### config.mk
export PLATFORM = sky130hd
export DESIGN_NAME = cr16_alu_seq_flat
export DESIGN_NICKNAME = d
export VERILOG_FILES = /design/src/rtl/cr16_alu_seq_if.sv /design/src/rtl/cr16_alu_seq.sv /design/src/flat_wrapper.sv
export SDC_FILE = /design/constraint.sdc
export NUM_CORES = 1
export LEC_CHECK = 0
export ABC_AREA = 1
export CORE_UTILIZATION = 55
export CTS_CLUSTER_DIAMETER = 30
export DETAILED_ROUTE_END_ITERATION = 12
export HOLD_SLACK_MARGIN = 0.08
export PLACE_DENSITY = 0.77
export SLEW_MARGIN = 20
export SYNTH_ARGS = -nofsm -noshare
export SYNTH_HDL_FRONTEND = slang
export SYNTH_SLANG_ARGS = --single-unit
### constraint.sdc
create_clock -name I_CLK -period 4.11 [get_ports I_CLK]
set_clock_uncertainty 0.05 [all_clocks]
set_input_delay 1.0275 -clock I_CLK [delete_from_list [all_inputs] [get_ports I_CLK]]
set_output_delay 1.0275 -clock I_CLK [all_outputs]
set_load 0.01 [all_outputs]
### src/rtl/cr16_alu_seq_if.sv
// Request/result bundle between the CR16 register-file read ports, the ALU and writeback.
// Requests are taken on I_VALID & O_READY; O_VALID is a one-cycle pulse per result (stretched while disabled).
interface cr16_alu_seq_if #(
  parameter int WIDTH = 16
);
  logic             I_ENABLE;
  logic             I_VALID;
  logic             O_READY;
  logic [3:0]       I_OPCODE;
  logic [WIDTH-1:0] I_A;
  logic [WIDTH-1:0] I_B;
  logic             O_VALID;
  logic [WIDTH-1:0] O_C;
  logic [4:0]       O_STATUS;
  logic             O_BUSY;

  modport master (
    output I_ENABLE, I_VALID, I_OPCODE, I_A, I_B,
    input  O_READY, O_VALID, O_C, O_STATUS, O_BUSY
  );

  modport slave (
    input  I_ENABLE, I_VALID, I_OPCODE, I_A, I_B,
    output O_READY, O_VALID, O_C, O_STATUS, O_BUSY
  );
endinterface

### src/rtl/cr16_alu_seq.sv
// Registered CR16 ALU with persistent {N,Z,F,L,C} status: 1-cycle ops, WIDTH+1-cycle shift-add MUL.
// O_READY drops while a multiply runs or I_ENABLE is low; a disabled cycle freezes everything, results are never lost.
module cr16_alu_seq #(
  parameter int WIDTH  = 16,
  parameter bit MUL_EN = 1'b1
) (
  input logic             I_CLK,
  input logic             I_NRESET,
  cr16_alu_seq_if.slave   bus
);

  localparam int CW = $clog2(WIDTH) + 1;

  localparam logic [3:0] OP_ADD   = 4'd0;
  localparam logic [3:0] OP_ADDU  = 4'd1;
  localparam logic [3:0] OP_ADDC  = 4'd2;
  localparam logic [3:0] OP_ADDCU = 4'd3;
  localparam logic [3:0] OP_SUB   = 4'd4;
  localparam logic [3:0] OP_CMP   = 4'd5;
  localparam logic [3:0] OP_AND   = 4'd6;
  localparam logic [3:0] OP_OR    = 4'd7;
  localparam logic [3:0] OP_XOR   = 4'd8;
  localparam logic [3:0] OP_NOT   = 4'd9;
  localparam logic [3:0] OP_LSH   = 4'd10;
  localparam logic [3:0] OP_ASH   = 4'd11;
  localparam logic [3:0] OP_MUL   = 4'd12;

  localparam int SN = 4, SZ = 3, SF = 2, SL = 1, SC = 0;

  typedef enum logic {S_IDLE, S_MUL} state_t;

  state_t           state_q, state_d;
  logic [WIDTH-1:0] c_q, c_d;
  logic [4:0]       st_q, st_d;
  logic             vld_q, vld_d;
  logic [CW-1:0]    cnt_q, cnt_d;
  logic [WIDTH-1:0] mcand_q, mcand_d;
  logic [WIDTH-1:0] mplier_q, mplier_d;
  logic [WIDTH-1:0] acc_q, acc_d;

  logic             accept;
  logic             cin;
  logic [WIDTH:0]   sum;
  logic [WIDTH:0]   diff;
  logic             ovf_add, ovf_sub;
  logic             bneg, big;
  logic [WIDTH-1:0] bmag, shl, shr_l, shr_a, lsh_r, ash_r;
  logic [WIDTH-1:0] acc_nx;
  logic [WIDTH-1:0] a, b;

  assign a              = bus.I_A;
  assign b              = bus.I_B;
  assign bus.O_READY    = bus.I_ENABLE && (state_q == S_IDLE);
  assign accept         = bus.I_VALID && bus.O_READY;
  assign bus.O_VALID    = vld_q;
  assign bus.O_C        = c_q;
  assign bus.O_STATUS   = st_q;
  assign bus.O_BUSY     = (state_q == S_MUL);

  // Shared WIDTH+1-bit datapath; bit WIDTH is the carry / borrow.
  always_comb begin
    cin     = ((bus.I_OPCODE == OP_ADDC) || (bus.I_OPCODE == OP_ADDCU)) ? st_q[SC] : 1'b0;
    sum     = {1'b0, a} + {1'b0, b} + {{WIDTH{1'b0}}, cin};
    diff    = {1'b0, a} - {1'b0, b};
    ovf_add = (a[WIDTH-1] == b[WIDTH-1]) && (sum[WIDTH-1] != a[WIDTH-1]);
    ovf_sub = (a[WIDTH-1] != b[WIDTH-1]) && (diff[WIDTH-1] != a[WIDTH-1]);
    bneg    = b[WIDTH-1];
    bmag    = bneg ? (~b + 1'b1) : b;
    big     = (bmag >= WIDTH'(WIDTH));
    shl     = a << bmag;
    shr_l   = a >> bmag;
    shr_a   = $unsigned($signed(a) >>> bmag);
    lsh_r   = big ? '0 : (bneg ? shr_l : shl);
    ash_r   = big ? '0 : (bneg ? shr_a : shl);
    acc_nx  = mplier_q[0] ? (acc_q + mcand_q) : acc_q;
  end

  always_comb begin
    state_d  = state_q;
    c_d      = c_q;
    st_d     = st_q;
    vld_d    = vld_q;
    cnt_d    = cnt_q;
    mcand_d  = mcand_q;
    mplier_d = mplier_q;
    acc_d    = acc_q;

    if (bus.I_ENABLE) begin
      vld_d = 1'b0;
      case (state_q)
        S_IDLE: begin
          if (accept) begin
            vld_d = 1'b1;
            case (bus.I_OPCODE)
              OP_ADD, OP_ADDC: begin
                c_d      = sum[WIDTH-1:0];
                st_d[SF] = ovf_add;
                st_d[SZ] = (sum[WIDTH-1:0] == '0);
                st_d[SN] = sum[WIDTH-1];
              end
              OP_ADDU, OP_ADDCU: begin
                c_d      = sum[WIDTH-1:0];
                st_d[SC] = sum[WIDTH];
                st_d[SZ] = (sum[WIDTH-1:0] == '0);
              end
              OP_SUB: begin
                c_d      = diff[WIDTH-1:0];
                st_d[SF] = ovf_sub;
                st_d[SZ] = (diff[WIDTH-1:0] == '0);
                st_d[SN] = diff[WIDTH-1];
              end
              OP_CMP: begin
                st_d[SZ] = (a == b);
                st_d[SL] = diff[WIDTH];
                st_d[SN] = ($signed(a) < $signed(b));
              end
              OP_AND: begin c_d = a & b; st_d[SZ] = ((a & b) == '0); end
              OP_OR:  begin c_d = a | b; st_d[SZ] = ((a | b) == '0); end
              OP_XOR: begin c_d = a ^ b; st_d[SZ] = ((a ^ b) == '0); end
              OP_NOT: begin c_d = ~a;    st_d[SZ] = (~a == '0);      end
              OP_LSH: begin c_d = lsh_r; st_d[SZ] = (lsh_r == '0);   end
              OP_ASH: begin
                c_d      = ash_r;
                st_d[SZ] = (ash_r == '0);
                st_d[SN] = ash_r[WIDTH-1];
              end
              OP_MUL: begin
                if (MUL_EN) begin
                  vld_d    = 1'b0;
                  state_d  = S_MUL;
                  cnt_d    = '0;
                  acc_d    = '0;
                  mcand_d  = a;
                  mplier_d = b;
                end else begin
                  c_d = '0;
                end
              end
              default: c_d = '0;
            endcase
          end
        end
        S_MUL: begin
          // One multiplier bit per enabled cycle; the last step writes the result directly.
          acc_d    = acc_nx;
          mcand_d  = mcand_q << 1;
          mplier_d = mplier_q >> 1;
          cnt_d    = cnt_q + 1'b1;
          if (cnt_q == CW'(WIDTH - 1)) begin
            c_d      = acc_nx;
            st_d[SZ] = (acc_nx == '0);
            vld_d    = 1'b1;
            cnt_d    = '0;
            state_d  = S_IDLE;
          end
        end
        default: state_d = S_IDLE;
      endcase
    end
  end

  always_ff @(posedge I_CLK or negedge I_NRESET) begin
    if (!I_NRESET) begin
      state_q  <= S_IDLE;
      c_q      <= '0;
      st_q     <= '0;
      vld_q    <= 1'b0;
      cnt_q    <= '0;
      mcand_q  <= '0;
      mplier_q <= '0;
      acc_q    <= '0;
    end else begin
      state_q  <= state_d;
      c_q      <= c_d;
      st_q     <= st_d;
      vld_q    <= vld_d;
      cnt_q    <= cnt_d;
      mcand_q  <= mcand_d;
      mplier_q <= mplier_d;
      acc_q    <= acc_d;
    end
  end

endmodule
### src/flat_wrapper.sv
// flat-port wrapper written by rule: the top's interface ports become plain ports
module cr16_alu_seq_flat 
#(
  parameter int WIDTH  = 16,
  parameter bit MUL_EN = 1'b1
)
  (I_CLK, I_NRESET, bus_I_ENABLE, bus_I_VALID, bus_I_OPCODE, bus_I_A, bus_I_B, bus_O_READY, bus_O_VALID, bus_O_C, bus_O_STATUS, bus_O_BUSY);
  cr16_alu_seq_if #(.WIDTH(WIDTH)) bus_i ();
  input logic I_CLK;
  input logic I_NRESET;
  input wire logic [$bits(bus_i.I_ENABLE)-1:0] bus_I_ENABLE;
  input wire logic [$bits(bus_i.I_VALID)-1:0] bus_I_VALID;
  input wire logic [$bits(bus_i.I_OPCODE)-1:0] bus_I_OPCODE;
  input wire logic [$bits(bus_i.I_A)-1:0] bus_I_A;
  input wire logic [$bits(bus_i.I_B)-1:0] bus_I_B;
  output wire logic [$bits(bus_i.O_READY)-1:0] bus_O_READY;
  output wire logic [$bits(bus_i.O_VALID)-1:0] bus_O_VALID;
  output wire logic [$bits(bus_i.O_C)-1:0] bus_O_C;
  output wire logic [$bits(bus_i.O_STATUS)-1:0] bus_O_STATUS;
  output wire logic [$bits(bus_i.O_BUSY)-1:0] bus_O_BUSY;
  assign bus_i.I_ENABLE = bus_I_ENABLE;
  assign bus_i.I_VALID = bus_I_VALID;
  assign bus_i.I_OPCODE = bus_I_OPCODE;
  assign bus_i.I_A = bus_I_A;
  assign bus_i.I_B = bus_I_B;
  assign bus_O_READY = bus_i.O_READY;
  assign bus_O_VALID = bus_i.O_VALID;
  assign bus_O_C = bus_i.O_C;
  assign bus_O_STATUS = bus_i.O_STATUS;
  assign bus_O_BUSY = bus_i.O_BUSY;
  cr16_alu_seq #(.WIDTH(WIDTH), .MUL_EN(MUL_EN)) u_core (.I_CLK(I_CLK), .I_NRESET(I_NRESET), .bus(bus_i));
endmodule
==> qor.txt <==
======================================================================================
Critical path startpoint category                                            input pin
Syn Nets                                                                          1696
Setup Total Neg Slack                                                             0 ns
Status                                                                    complete, no violations
Fin. Hold Viols                                                                      0
Count of pins over their slew limit                                                  0
Post-route minimum period                                                     4.021 ns
Worst R2R Setup Slack                                                          0.67 ns
Routed via count                                                                 12707
Startpoint of the tightest hold check path                                u_core.cnt_q[4]
Leading cell type in the layout, fill and taps excluded                   sky130_fd_sc_hd__nand2_1
Insertion delay of the later-clocked pin in the worst-skew pair                0.35 ns
Final critical-path share of the clock period                                   97.83%
Placed wire-length estimate after detailed placement                          32.24 mm
Count of placed standard cells in the final layout, fillers left out              2059
Number of synthesized register bits                                                 76
Hold path cells                                                                      2
Hold Path Sink                                                            u_core.cnt_q[4]
Post-synth EDFFs                                                                     0
Instance count of the mapped netlist                                              1580
Fraction of registers with async set or reset after synthesis                   100.0%
Total detailed-routing wirelength                                             42.15 mm
Fraction of layout cells with a size suffix above 1                             21.21%
Average wire per standard cell                                                20.47 µm
Maximum number of pins on one net before global-route repair                        77
Maximum fanout count along the critical path                                         8
Average cell area after synthesis                                            6.195 µm²
Sequential-to-total area share from yosys stat                                  19.43%
Count of final setup violators                                                       0
Average via count per standard cell                                              6.171
Type of element capturing the critical path                               primary output
Reg-to-reg critical path startpoint                                       u_core.mcand_q[0]
CP arrival                                                                     2.94 ns
Count of boundary I/O pins                                                          64
Synth Flop Type                                                           sky130_fd_sc_hd__dfrtp_1
Power per cell area                                                       435.5 nW/µm²
CTS Root Buffer Type                                                      sky130_fd_sc_hd__clkbuf_16
Starting utilization of the core area                                           56.39%
Slew headroom                                                                   22.26%
Die Footprint                                                                18330 µm²
Detail Route Antenna Nets                                                            0
Setup Crit Path Kind                                                      input pin to primary output
Net count, final                                                                  1945
Antenna violations before repair                                                     2
FF-to-FF End                                                              u_core.bus.O_STATUS[3]
Placed cell count                                                                 2031
Total congestion overflow                                                            0
Cell area after synthesis                                                     9788 µm²
Number of placement rows                                                            48
Yosys synthesis warning count                                                        0
Aggregate global-route resource usage                                           46.41%
Most area-hungry cell type in the Yosys netlist                           sky130_fd_sc_hd__dfrtp_1
Measured slew at the worst slew-check pin                                     1.162 ns
Antenna cells                                                                        0
Number of detailed-routing iterations run before antenna repair                      5
Worst path required time                                                       3.03 ns
Routability congestion estimate                                                  1.064
Static leakage                                                                6.393 nW
Die W                                                                         135.4 µm
Area contributors post-synth                                              sky130_fd_sc_hd__dfrtp_1, sky130_fd_sc_hd__nand2_1, sky130_fd_sc_hd__ha_1
Reported max-cap violation count                                                     0
Die Y                                                                         135.4 µm
Global-route wire length before repair                                        64.60 mm
Highest-count cells in the layout ignoring fill and taps                  sky130_fd_sc_hd__nand2_1, sky130_fd_sc_hd__buf_4, sky130_fd_sc_hd__nor2_1
Area of the core region                                                      17360 µm²
Hold-fix buffers at CTS                                                              0
Layout overhead on the synthesized area                                         31.48%
Clock tree from TritonCTS                                                        built
Detailed router's first-iteration violation count                                 1600
Bufs on Longest Clock Path                                                           2
Max VDD drop                                                               0.0005149 V
Hold WC Path Type                                                         flip-flop to flip-flop
Number of H-tree branching levels                                                    3
Post-detailed-route DRC marker count                                                 0
Clock Sink Count                                                                    76
Count of cells along the worst register-to-register path                            16
Clock slew at the register clock pins of the worst setup and hold paths        0.07 ns
Number of global-route vias before repair                                        11887
Number of port buffers                                                              63
Total CTS buffers                                                                    9
Synth top area share                                                            19.43%
Highest clock frequency the design can meet                                  248.7 MHz
Number of distinct library cells after synthesis                                    63
======================================================================================
[final cells by class]
type | count | area (µm²)
Tap cell | 225 | 281.5
Clock inverter | 6 | 71.32
Inverter | 147 | 551.8
Timing Repair Buffer | 307 | 2603
Fill cell | 1447 | 4487
Clock buffer | 10 | 239.0
Sequential cell | 76 | 1902
Multi-Input combinational cell | 1288 | 7222
[synth_stat cells, types with 2 or more instances]
cell type,n
sky130_fd_sc_hd__a22oi_1,7
sky130_fd_sc_hd__nand2_2,25
sky130_fd_sc_hd__clkinv_1,4
sky130_fd_sc_hd__nand4_1,34
sky130_fd_sc_hd__a31oi_1,47
sky130_fd_sc_hd__buf_6,2
sky130_fd_sc_hd__nor2_1,158
sky130_fd_sc_hd__nand2_1,475
sky130_fd_sc_hd__o22ai_1,19
sky130_fd_sc_hd__a2111oi_0,3
sky130_fd_sc_hd__nand3_2,8
sky130_fd_sc_hd__o21ai_0,64
sky130_fd_sc_hd__nor3_1,15
sky130_fd_sc_hd__nor4_1,5
sky130_fd_sc_hd__o221ai_1,2
sky130_fd_sc_hd__xor2_1,35
sky130_fd_sc_hd__inv_2,9
sky130_fd_sc_hd__o31ai_1,6
sky130_fd_sc_hd__buf_1,9
sky130_fd_sc_hd__nand4_2,2
sky130_fd_sc_hd__or2_1,2
sky130_fd_sc_hd__clkbuf_1,39
sky130_fd_sc_hd__fa_1,4
sky130_fd_sc_hd__buf_2,16
sky130_fd_sc_hd__o41ai_1,2
sky130_fd_sc_hd__o211ai_1,10
sky130_fd_sc_hd__or2_2,7
sky130_fd_sc_hd__nor2_2,5
sky130_fd_sc_hd__a221oi_1,6
sky130_fd_sc_hd__o221a_2,2
sky130_fd_sc_hd__o21ai_1,20
sky130_fd_sc_hd__o2111ai_1,3
sky130_fd_sc_hd__nand4_4,7
sky130_fd_sc_hd__a211oi_1,4
sky130_fd_sc_hd__nand3_1,142
sky130_fd_sc_hd__xnor2_1,4
sky130_fd_sc_hd__buf_8,2
sky130_fd_sc_hd__ha_1,72
sky130_fd_sc_hd__a21oi_1,69
sky130_fd_sc_hd__dfrtp_1,76
sky130_fd_sc_hd__nor2_4,2
sky130_fd_sc_hd__inv_1,134
sky130_fd_sc_hd__o21bai_1,3
[sequential cells by signal, summed over array words and instances (netlist names)]
register and flops:
u_core.cnt_q 5, u_core.mplier_q 16, u_core.bus.O_C 16, u_core.bus.O_BUSY 1, u_core.bus.O_VALID 1, u_core.acc_q 16, u_core.bus.O_STATUS 5, u_core.mcand_q 16
[per-stage QoR]
| step | area [µm²] | total power [mW] | worst slack [ns] | util (%) | hold slack, ns |
|---|---|---|---|---|---|
| after global placement | 12230 | 4.412 | -0.4719 | 70.47 | 0.4000 |
| after CTS | 12570 | 5.427 | 0.02155 | 72.45 | 0.4370 |
| after floorplan | 9788 | 3.277 | 0.1739 | - | 0.3868 |
| after detailed placement | 12230 | 4.528 | -0.5278 | 70.47 | 0.4205 |
| after global routing | 12870 | 5.966 | -0.02539 | 74.15 | 0.4533 |
| final | 12870 | 5.604 | 0.08917 | 74.15 | 0.4325 |
[logic make-up after synthesis]
| family | after synthesis | share of synthesized area, % |
|---|---|---|
| xor+xnor | 40 | 3.656 |
| buf+inv | 216 | 9.037 |
| fa+ha+maj | 76 | 10.02 |
| mux | 2 | 0.2173 |
| flops | 76 | 19.43 |
| simple gates | 897 | 41.06 |
| compound gates | 273 | 16.58 |
[how the worst max path moves through the flow]
stage          cells past startpoint                      to            start  slack, ns
2_1_floorplan                     20  u_core.bus.O_STATUS[3]  bus_I_OPCODE[2]       0.17
3_3_place_gp                      21  u_core.bus.O_STATUS[3]  bus_I_OPCODE[2]      -0.47
3_5_place_dp                      21  u_core.bus.O_STATUS[3]  bus_I_OPCODE[2]      -0.53
4_1_cts                           23  u_core.bus.O_STATUS[3]  bus_I_OPCODE[2]       0.02
5_1_grt                           27  u_core.bus.O_STATUS[3]       bus_I_B[8]      -0.03
6_report                           4             bus_O_READY     bus_I_ENABLE       0.09
[what timing repair did]
action	CTS	global route
resized for setup	7	69
setup endpoints to repair	3	18
pin swaps	4	33
buffers inserted	1	11
[power by group]
group	switching, mW	internal, mW	leakage (nW)
clock	0.359	0.492	0.145
sequential	0.348	1.09	0.893
combinational	1.97	1.35	5.36
[critical path, cell delays in order]
cell	delay (ns)
sky130_fd_sc_hd__clkdlybuf4s50_1	0.59
sky130_fd_sc_hd__inv_1	0.29
sky130_fd_sc_hd__nor2_1	0.41
sky130_fd_sc_hd__clkdlybuf4s50_1	0.62
[metal layers]
| metal | wire length (µm) | GRT usage (%) |
|---|---|---|
| met5 | 13 | 0 |
| met4 | 2900 | 27.59 |
| met3 | 4954 | 12.79 |
| met2 | 18010 | 70.71 |
| met1 | 16270 | 58.36 |
No activity file was read; power rests on OpenSTA's default activity.
==> RTL change: new RTL, same flow settings <==
`WIDTH` is set to 16 in 3 places; all go to 8.
--- a/src/rtl/cr16_alu_seq_if.sv
+++ b/src/rtl/cr16_alu_seq_if.sv
@@ -3,3 +3,3 @@
 interface cr16_alu_seq_if #(
-  parameter int WIDTH = 16
+  parameter int WIDTH = 8
 );
--- a/src/rtl/cr16_alu_seq.sv
+++ b/src/rtl/cr16_alu_seq.sv
@@ -3,3 +3,3 @@
 module cr16_alu_seq #(
-  parameter int WIDTH  = 16,
+  parameter int WIDTH  = 8,
   parameter bit MUL_EN = 1'b1
--- a/src/flat_wrapper.sv
+++ b/src/flat_wrapper.sv
@@ -3,3 +3,3 @@
 #(
-  parameter int WIDTH  = 16,
+  parameter int WIDTH  = 8,
   parameter bit MUL_EN = 1'b1
Ports: changed (resized bus_I_A, bus_I_B and bus_O_C); port bits go from 64 to 40. The function was not compared with the original's and may differ.
==> RTL change against the original RTL <==
  * Total power down 56%
  * Non-clock buffer count down 235
  * Sequential cell count down 33
  * Area after synthesis down 51%
  * Highest routed layer is now met4
  * Global-route usage down 10 points
  * Die area down 51%
  * Largest power group unchanged
  * Cell area down 57%
  * Maximum frequency up 4.5%
  * Clock power down 68%
  * Hold slack better by 30 ps
  * Sequential share of layout area up 4.7 points
  * Combinational power down 58%
  * Routed wire length down 63%
  * Worst setup slack better by 170 ps
  * Critical endpoint is now u_core.bus.O_C[3]
==> RTL change: results (changes against the original RTL) <==
Status
  • Status: completed (unchanged)

CTS
  • TritonCTS Buffers: 5 (was 9)
  • H-tree depth: 2 (was 3)
  • Root Driver: clkbuf_8 (was clkbuf_16)
  • Clock insertion delay at the later pin of the skew report: 290 ps (was 350 ps)

Pwr
  • Worst VDD drop: 0.000200 V (was 0.000515 V)
  • Internal power consumption: 1.30 mW (was 2.93 mW)

Routing
  • Routed Wire Length: 15.8 mm (was 42.1 mm)
  • Post-DR vias/cell: 6.00 (was 6.17)
  • First-pass iteration count of the detailed router: 6 (was 5)
  • Met3 wirelength from detailed routing: 1.32 mm (was 4.95 mm)
  • Total number of vias: 5329 (was 12700)
  • Top Layer Used: met4 (was met5)

Yosys
  • Top cells by area, synth: dfrtp_1 (23%), nand2_1 (14%), ha_1 (10%) (was dfrtp_1 (19%), nand2_1 (18%), ha_1 (9.2%))
  • Synth unique cells: 51 (was 63)
  • Sequential fraction of the synthesis area: 0.225 (was 0.194)
  • Mapped Nets: 791 (was 1696)

Global route
  • Maximum number of pins on one net before global-route repair: 44 (was 77)
  • Vias in the first global route: 5106 (was 11900)

STA
  • Worst-case headroom to the max-slew limit: 0.368 (was 0.223)

Placement
  • Count of buffers from port buffering: 39 (was 63)
  • Post-DP HPWL: 12.6 mm (was 32.2 mm)

Final layout
  • Ratio of cells with drive above 1 in the final layout: 0.115 (was 0.212)
  • Total of fill cells in the finished design: 763 (was 1447)

Critical path
  • Maximum single-stage delay on the critical path: 680 ps (was 620 ps)
-- RTL change: cell count changes in the layout (fill, tap and decap cells not counted), sizes merged, moves of 33 or more --
cell   delta
nand3    -80
nand2   -309
dfrtp    -33
ha       -33
buf     -211
a21oi    -34
inv      -67
o21ai    -35
nor2     -79
-- RTL change: critical path, delay by kind of cell --
family                     cells  cell delay [ps]
and+or+nand+nor                4              380
adders and majority gates      2              580
AOI/OAI and AO/OA              4             1000
buffers and inverters          3              780
xor gates and xnor gates       1              220
-- RTL change: power groups by stage --
stage          clock (mW)  combinational, mW  sequential [mW]
2_1_floorplan           0              0.922            0.758
3_3_place_gp            0               1.33            0.792
3_5_place_dp            0               1.37            0.798
4_1_cts             0.268               1.38            0.791
5_1_grt             0.288               1.57            0.820
6_report            0.271               1.40            0.796
-- RTL change: kinds of logic after synthesis --
kind of cell	Yosys count	synth area share
AO/OA/AOI/OAI	137	0.177
XOR/XNOR	18	0.0346
adder cells (fa/ha/maj)	43	0.119
buffers and inverters	101	0.0893
flip-flops	43	0.225
AND/OR/NAND/NOR	382	0.355
-- RTL change: layer usage --
layer,vias to the layer above,track usage
met5,-,0
met3,46,0.0327
met4,0,0.141
met1,2435,0.473
met2,295,0.611
li1,2553,-
-- RTL change: final timing paths --
kind / start / to / cells past startpoint / slack, ps
setup / recovery: bus_I_OPCODE[3] / u_core.bus.O_C[3] / 14 / 260
hold / removal: u_core.acc_q[0] / u_core.acc_q[0] / 2 / 460
setup reg to reg: u_core.bus.O_BUSY / u_core.mplier_q[0] / 7 / 1220
hold reg to reg: u_core.acc_q[0] / u_core.acc_q[0] / 2 / 460
max in group asynchronous: I_NRESET / u_core.acc_q[1] / 1 / 2600
min in group asynchronous: I_NRESET / u_core.cnt_q[1] / 1 / 830
-- RTL change: final cells by class --
cell class | count | share of cell area
inverter | 80 | 0.0545
multi-input combinational | 580 | 0.594
sequential | 43 | 0.195
timing repair buffer | 72 | 0.117
clock buffer | 6 | 0.0132
tap | 105 | 0.0238
clock inverter | 2 | 0.00227
-- RTL change: per-stage QoR --
step                      setup TNS, ps  setup slack, ps  cell area [sq um]
after floorplan                       0              479               4780
after global placement            -13.6            -13.6               5430
after detailed placement              0             12.2               5430
after CTS                             0              313               5510
after global routing                  0             42.8               5510
final                                 0              261               5510
